$ cat config.mk
export PLATFORM = sky130hd
export DESIGN_NAME = i2c_host_txn_sequencer
export DESIGN_NICKNAME = d
export VERILOG_FILES = /design/src/rtl/i2c_host_txn_sequencer.sv
export SDC_FILE = /design/constraint.sdc
export NUM_CORES = 1
export LEC_CHECK = 0
export CAP_MARGIN = 20
export CORE_MARGIN = 4
export CORE_UTILIZATION = 35
export DETAILED_ROUTE_END_ITERATION = 12
export PLACE_DENSITY = 0.61
export RECOVER_POWER = 100
export SYNTH_ARGS = -nofsm -noshare
export SYNTH_HDL_FRONTEND = slang
export SYNTH_SLANG_ARGS = --single-unit
$ cat constraint.sdc
create_clock -name clk_i -period 2.15 [get_ports clk_i]
set_input_delay 0.645 -clock clk_i [delete_from_list [all_inputs] [get_ports clk_i]]
set_output_delay 0.645 -clock clk_i [all_outputs]
set_load 0.01 [all_outputs]
$ cat src/rtl/i2c_host_txn_sequencer.sv
// i2c_host_txn_sequencer: turns one I2C transfer request into PHY format-FIFO entries and reports completion
// Ports:
//   clk_i, rst_ni                        clock, asynchronous active-low reset
//   req_*                                transfer request (addr, rnw, len) with valid/ready
//   wdata_*                              write byte stream in, consumed on valid & ready
//   rdata_valid_o, rdata_o               read byte strobe out, one cycle after the PHY rx strobe
//   done_o, status_o                     completion pulse with 0 OK, 1 addr NAK, 2 data NAK, 3 timeout
//   fmt_fifo_*, fmt_byte_o, fmt_flag_*   format entry presented to the PHY
//   unhandled_unexp_nak_o                held while flushing an aborted transfer
//   host_idle_i, event_*                 PHY status and abort events
//   rx_fifo_wvalid_i, rx_fifo_wdata_i    PHY received-byte strobe
module i2c_host_txn_sequencer #(
    parameter int FifoDepth = 64,
    localparam int FifoDepthWidth = $clog2(FifoDepth + 1)
) (
    input  logic                      clk_i,
    input  logic                      rst_ni,
    input  logic                      req_valid_i,
    output logic                      req_ready_o,
    input  logic [6:0]                req_addr_i,
    input  logic                      req_rnw_i,
    input  logic [7:0]                req_len_i,
    input  logic                      wdata_valid_i,
    output logic                      wdata_ready_o,
    input  logic [7:0]                wdata_i,
    output logic                      rdata_valid_o,
    output logic [7:0]                rdata_o,
    output logic                      done_o,
    output logic [1:0]                status_o,
    output logic                      fmt_fifo_rvalid_o,
    output logic [FifoDepthWidth-1:0] fmt_fifo_depth_o,
    input  logic                      fmt_fifo_rready_i,
    output logic [7:0]                fmt_byte_o,
    output logic                      fmt_flag_start_before_o,
    output logic                      fmt_flag_stop_after_o,
    output logic                      fmt_flag_read_bytes_o,
    output logic                      fmt_flag_read_continue_o,
    output logic                      fmt_flag_nak_ok_o,
    output logic                      unhandled_unexp_nak_o,
    input  logic                      host_idle_i,
    input  logic                      event_nak_i,
    input  logic                      event_stretch_timeout_i,
    input  logic                      rx_fifo_wvalid_i,
    input  logic [7:0]                rx_fifo_wdata_i
);
    localparam logic [2:0] IDLE  = 3'd0;
    localparam logic [2:0] ADDR  = 3'd1;
    localparam logic [2:0] WDATA = 3'd2;
    localparam logic [2:0] RCMD  = 3'd3;
    localparam logic [2:0] WAIT  = 3'd4;
    localparam logic [2:0] FLUSH = 3'd5;

    logic [2:0] state_q, state_d;
    logic [6:0] addr_q, addr_d;
    logic       rnw_q, rnw_d;
    logic [7:0] len_q, len_d, rem_q, rem_d;
    logic       busy_seen_q, busy_seen_d;
    logic       data_acc_q, data_acc_d;
    logic [1:0] status_q, status_d;
    logic       rdata_valid_q;
    logic [7:0] rdata_q;
    logic       fmt_hs, abort, rx_take;

    assign fmt_hs = fmt_fifo_rvalid_o && fmt_fifo_rready_i;
    assign abort  = state_q != IDLE && state_q != FLUSH && (event_nak_i || event_stretch_timeout_i);
    assign rx_take = rx_fifo_wvalid_i && state_q != IDLE && rnw_q;

    assign fmt_fifo_depth_o         = FifoDepthWidth'(fmt_fifo_rvalid_o);
    assign fmt_flag_read_continue_o = 1'b0;
    assign fmt_flag_nak_ok_o        = 1'b0;
    assign unhandled_unexp_nak_o    = state_q == FLUSH;
    assign rdata_valid_o            = rdata_valid_q;
    assign rdata_o                  = rdata_q;

    always_comb begin
        // ready is masked by reset so every output reads 0 while rst_ni is low
        req_ready_o             = rst_ni && state_q == IDLE && host_idle_i;
        fmt_fifo_rvalid_o       = state_q == ADDR || state_q == RCMD || (state_q == WDATA && wdata_valid_i);
        fmt_byte_o              = state_q == ADDR  ? {addr_q, rnw_q} :
                                  state_q == WDATA ? wdata_i :
                                  state_q == RCMD  ? len_q : 8'h00;
        fmt_flag_start_before_o = state_q == ADDR;
        fmt_flag_stop_after_o   = (state_q == ADDR && len_q == 8'd0) || (state_q == WDATA && rem_q == 8'd1) ||
                                  state_q == RCMD;
        fmt_flag_read_bytes_o   = state_q == RCMD;
        wdata_ready_o           = (state_q == WDATA && fmt_fifo_rready_i) || (state_q == FLUSH && !rnw_q);
        done_o                  = (state_q == WAIT && host_idle_i && busy_seen_q && !abort) ||
                                  (state_q == FLUSH && host_idle_i && (rnw_q || rem_q == 8'd0));
        status_o                = (state_q == FLUSH && done_o) ? status_q : 2'd0;
    end

    always_comb begin
        state_d     = state_q;
        addr_d      = addr_q;
        rnw_d       = rnw_q;
        len_d       = len_q;
        rem_d       = rem_q;
        // busy is tracked from ADDR onward so a PHY that goes busy early is not missed
        busy_seen_d = busy_seen_q || (state_q != IDLE && !host_idle_i);
        data_acc_d  = data_acc_q;
        status_d    = status_q;
        case (state_q)
            IDLE: if (req_valid_i && req_ready_o) begin
                addr_d      = req_addr_i;
                rnw_d       = req_rnw_i;
                len_d       = req_len_i;
                rem_d       = req_len_i;
                busy_seen_d = 1'b0;
                data_acc_d  = 1'b0;
                status_d    = 2'd0;
                state_d     = ADDR;
            end
            ADDR: if (fmt_hs) state_d = len_q == 8'd0 ? WAIT : rnw_q ? RCMD : WDATA;
            WDATA: if (fmt_hs) begin
                rem_d      = rem_q - 8'd1;
                data_acc_d = 1'b1;
                if (rem_q == 8'd1) state_d = WAIT;
            end
            RCMD: if (fmt_hs) begin
                data_acc_d = 1'b1;
                state_d    = WAIT;
            end
            WAIT: if (done_o) state_d = IDLE;
            FLUSH: begin
                if (!rnw_q && wdata_valid_i && rem_q != 8'd0) rem_d = rem_q - 8'd1;
                if (done_o) state_d = IDLE;
            end
            default: state_d = IDLE;
        endcase
        // a same-cycle fmt handshake has already updated the counters above; only the target changes
        if (abort) begin
            state_d  = FLUSH;
            status_d = event_stretch_timeout_i ? 2'd3 : (state_q == ADDR || !data_acc_q) ? 2'd1 : 2'd2;
        end
    end

    always_ff @(posedge clk_i or negedge rst_ni) begin
        if (!rst_ni) begin
            state_q       <= IDLE;
            addr_q        <= '0;
            rnw_q         <= 1'b0;
            len_q         <= '0;
            rem_q         <= '0;
            busy_seen_q   <= 1'b0;
            data_acc_q    <= 1'b0;
            status_q      <= '0;
            rdata_valid_q <= 1'b0;
            rdata_q       <= '0;
        end else begin
            state_q       <= state_d;
            addr_q        <= addr_d;
            rnw_q         <= rnw_d;
            len_q         <= len_d;
            rem_q         <= rem_d;
            busy_seen_q   <= busy_seen_d;
            data_acc_q    <= data_acc_d;
            status_q      <= status_d;
            rdata_valid_q <= rx_take;
            if (rx_take) rdata_q <= rx_fifo_wdata_i;
        end
    end
endmodule

==> out/metrics.csv, run 1 <==
metric,value,unit
R2R Path Start,state_q[1],
remaining global-route overflow,0,
worst setup slack after placement,-0.6565,ns
Critical Path End Type,output pin,
Clock H-tree levels,2,
final number of hold-violating endpoints,0,
Worst-Skew Late Latency,0.30,ns
Global Route met3 Usage,0.05000,
leak pwr,1.842,nW
power share of the clock group,0.206,
met1 layer usage reported by global route,0.2283,
logic gate share of total power,0.447,
status,finished with violations,
die extent in x,90.27,µm
TritonCTS clock tree,built,
type of the setup path with the least slack,flip-flop to output pin,
met2 usage in global routing,0.2956,
count of final setup violators,26,
final design instance area without fill,3854,µm²
Worst setup SP type,flip-flop,
sinks on the clock net,40,
share of flip-flops with an asynchronous set or reset after synthesis,1.000,
wire per inst,14.55,µm
Root Driver,clkbuf_8,
antenna violations before repair,0,
wire length of the first global-routing pass,12030,µm
max_slew headroom,0.3289,
Yosys warning total,0,
simple-gate portion of the synthesized area,0.2583,
number of ports placed on the die boundary,77,
"critical path fanouts, max",3,
largest family of logic cells by synthesized area,simple AND/OR/NAND/NOR gates,
Storage cell area,1003,µm²
post-detail-place hpwl,5125,µm
number of filler instances in the final layout,597,
final-report max-slew violation count,0,
sequential cell area fraction in the yosys report,0.4226,
ANT cells,0,
max-capacitance violation count,0,
"Data arrival, critical path",1.81,ns
overall routed net length,7201,µm
Iter 0 DRT Violations,88,
vias post-DR,2480,
Inserted Clock Buffers,5,
minimum clock period,2.457,ns
"sum of internal, switching and leakage power",3.124,mW
Worst Skew,0.001700,ns
flip-flop and latch count after synthesis,40,
Worst EP required,1.50,ns
maximum root-to-sink buffer count,2,
part of the total power dissipated in sequential elements,0.348,
final-stage net count,460,
peak supply drop,407.5,µV
DRC violation count after routing,0,
starting utilization of the core area,0.3667,
setup slack of the critical path after layout,-0.3070,ns
depth of the most critical reg-to-reg path,6,
area added between synthesis and finish,62.70,%
Worst R2R End,rdata_o[4],
unrepaired setup endpoints after global routing,yes,
worst-margin pin slew,1.007,ns
vertical die dimension,90.27,µm
number of port buffers,68,
final RePlAce weighted congestion,0.7951,
Pint,2.079,mW
full die area,8148,µm²
clock slew at reported path FFs,0.08,ns
cells after synthesis,274,
number of hold buffers added after CTS,0,
power dissipated by switching net loads,1.045,mW
class of the worst hold path,flip-flop to flip-flop,
Antenna Nets Post-Route,0,
total global-route track usage,0.1805,
vias in the first global route,2516,
switching share of total power,0.3346,
busiest metal layer after global routing,met2,
register-to-register path setup slack,-0.08,ns
adder-cell share of the synthesized area,0.01057,
parity-gate share of the synthesized area counting xor and xnor cells,0.003698,
pwr/cell area,810.6,nW/µm²
Critical Path Source,rem_q[4],
fraction of final layout cells sized beyond drive strength 1,0.3636,
Area after DPL,3467,µm²
Avg Synthesized Cell Area,8.644,µm²
core box area,6459,µm²
count of flip-flops with a built-in enable after synthesis,0,
multiplexer area fraction after synthesis,0.07184,
maximum number of pins on one net before global-route repair,41,
Pre-antenna DRT Iters,4,
Post-Route Hold Slack,0.4882,ns
area fraction in compound gates after synthesis,0.1627,
standard-cell row count,29,
CP endpoint,status_o[1],
final clock period utilization by the worst path,1.143,
violations in the final reports,negative setup slack,
number of unique standard cell types used by synthesis,54,
leading register cell type out of synthesis,dfrtp_1,
maximum frequency from static timing analysis,407.0,MHz
vias per std cell,5.010,
Post-Synthesis Cell Area,2369,µm²
area occupied by multi-input gates,1341,µm²
power groups by stage:
stage	clock network [mW]	registers (mW)	logic, mW
6_report	0.643	1.09	1.40
5_1_grt	0.690	1.11	1.55
4_1_cts	0.656	1.09	1.35
3_5_place_dp	0	1.10	1.26
3_3_place_gp	0	1.09	1.25
2_1_floorplan	0	1.13	0.556
sequential cells by signal (all words and copies together) (netlist names):
signal and count:
len_q 8, rem_q 8, data_acc_q 1, busy_seen_q 1, rdata_valid_o 1, status_q 2, rdata_o 8, addr_q 7
rnw_q 1, state_q 3
cell families (layout without fill, tap and decap cells):
group,after synthesis,after routing
fa+ha+maj,2,2
compound gates,56,56
buf+inv,30,167
mux,16,16
other cells,1,8
flops,40,40
simple gates,128,128
xor+xnor,1,1
per-stage QoR:
stage	std cells	utilization	setup TNS, ns
3_5_place_dp	460	0.5368	-9.730
4_1_cts	483	0.5812	-1.638
5_1_grt	495	0.5967	-6.110
3_3_place_gp	460	0.5368	-9.851
6_report	495	0.5967	-2.966
2_1_floorplan	281	-	0
cell type report:
class,instances,share of cell area
clock buffers,5,0.01786
clock inverters,3,0.01201
inverters,8,0.007792
multi-input cells,211,0.3481
flip-flops and latches,40,0.2604
well taps,77,0.02500
repair buffers,151,0.3289
critical path, stage by stage, from the launching register on:
cell and delay (ns):
dfrtp_1 0.41, nor4_4 0.36, a31oi_4 0.14, nor3b_2 0.23
buf_4 0.15, and2_4 0.13, buf_6 0.09
cell usage after synthesis (2+ instances only):
master,count,area (µm²)
a21oi_1,19,95.09
ha_1,2,25.02
nor4_1,2,12.51
a22oi_1,2,15.01
buf_4,10,75.07
dfrtp_1,40,1001
nand3_1,6,30.03
a31oi_1,2,12.51
o22ai_1,2,12.51
mux2i_1,8,80.08
o21ai_0,14,70.07
nor2_1,28,105.1
nor3_1,5,25.02
buf_2,4,20.02
o211ai_1,2,15.01
inv_1,8,30.03
or4_1,3,22.52
nand2_1,63,236.5
clkbuf_1,7,26.28
or3_1,3,18.77
nand2b_1,2,12.51
mux2_2,8,90.09
or2_2,2,12.51
and2_1,2,12.51
repair_timing:
action | 4_1_cts | 5_1_grt
gates cloned | 0 | 0
hold endpoints to repair | 0 | 0
buffers inserted | 15 | 14
resized for setup | 98 | 25
endpoints found under the setup margin | 19 | 18
pin swaps | 15 | 12
layout by cell type (no fill, tap or decap), types with 3 or more instances in the layout:
cell type	synthesis	routed
buf_4	10	66
nand2_1	63	62
dfrtp_1	40	38
clkdlybuf4s50_1	0	35
nor2_1	28	24
a21oi_1	19	17
buf_6	1	16
o21ai_0	14	13
dlygate4sd3_1	0	10
buf_2	4	10
inv_1	8	8
mux2_2	8	8
conb_1	1	8
mux2i_1	8	6
clkbuf_2	0	6
nand3_1	6	5
clkbuf_8	0	5
nor2_2	1	4
nor3_1	5	4
or3_1	3	3
dlygate4sd2_1	0	3
worst min-delay path by stage:
| stage | from | to | slack [ns] | cells after the start |
|---|---|---|---|---|
| after floorplan | rst_ni | addr_q[0] | 0.35 | 0 |
| after global placement | addr_q[6] | addr_q[6] | 0.46 | 2 |
| after detailed placement | addr_q[0] | addr_q[0] | 0.46 | 2 |
| after CTS | addr_q[0] | addr_q[0] | 0.48 | 2 |
| after global routing | addr_q[3] | addr_q[3] | 0.52 | 2 |
| final | addr_q[5] | addr_q[5] | 0.49 | 2 |
metal layers:
layer	up-vias	wire length, µm
li1	1216	-
met1	1168	3250
met2	74	3371
met3	22	399
met4	0	179
met5	-	0
Power figures use the tool's default switching activity.
==> inputs of run 2 (changes only) <==
--- a/config.mk
+++ b/config.mk
@@ -8,6 +8,7 @@
 export CAP_MARGIN = 20
 export CORE_MARGIN = 4
 export CORE_UTILIZATION = 35
+export CTS_CLUSTER_DIAMETER = 50
 export DETAILED_ROUTE_END_ITERATION = 12
 export PLACE_DENSITY = 0.61
 export RECOVER_POWER = 100
==> results of run 2 <==
No change in the layout: final DEF, timing and power equal those of run 1.
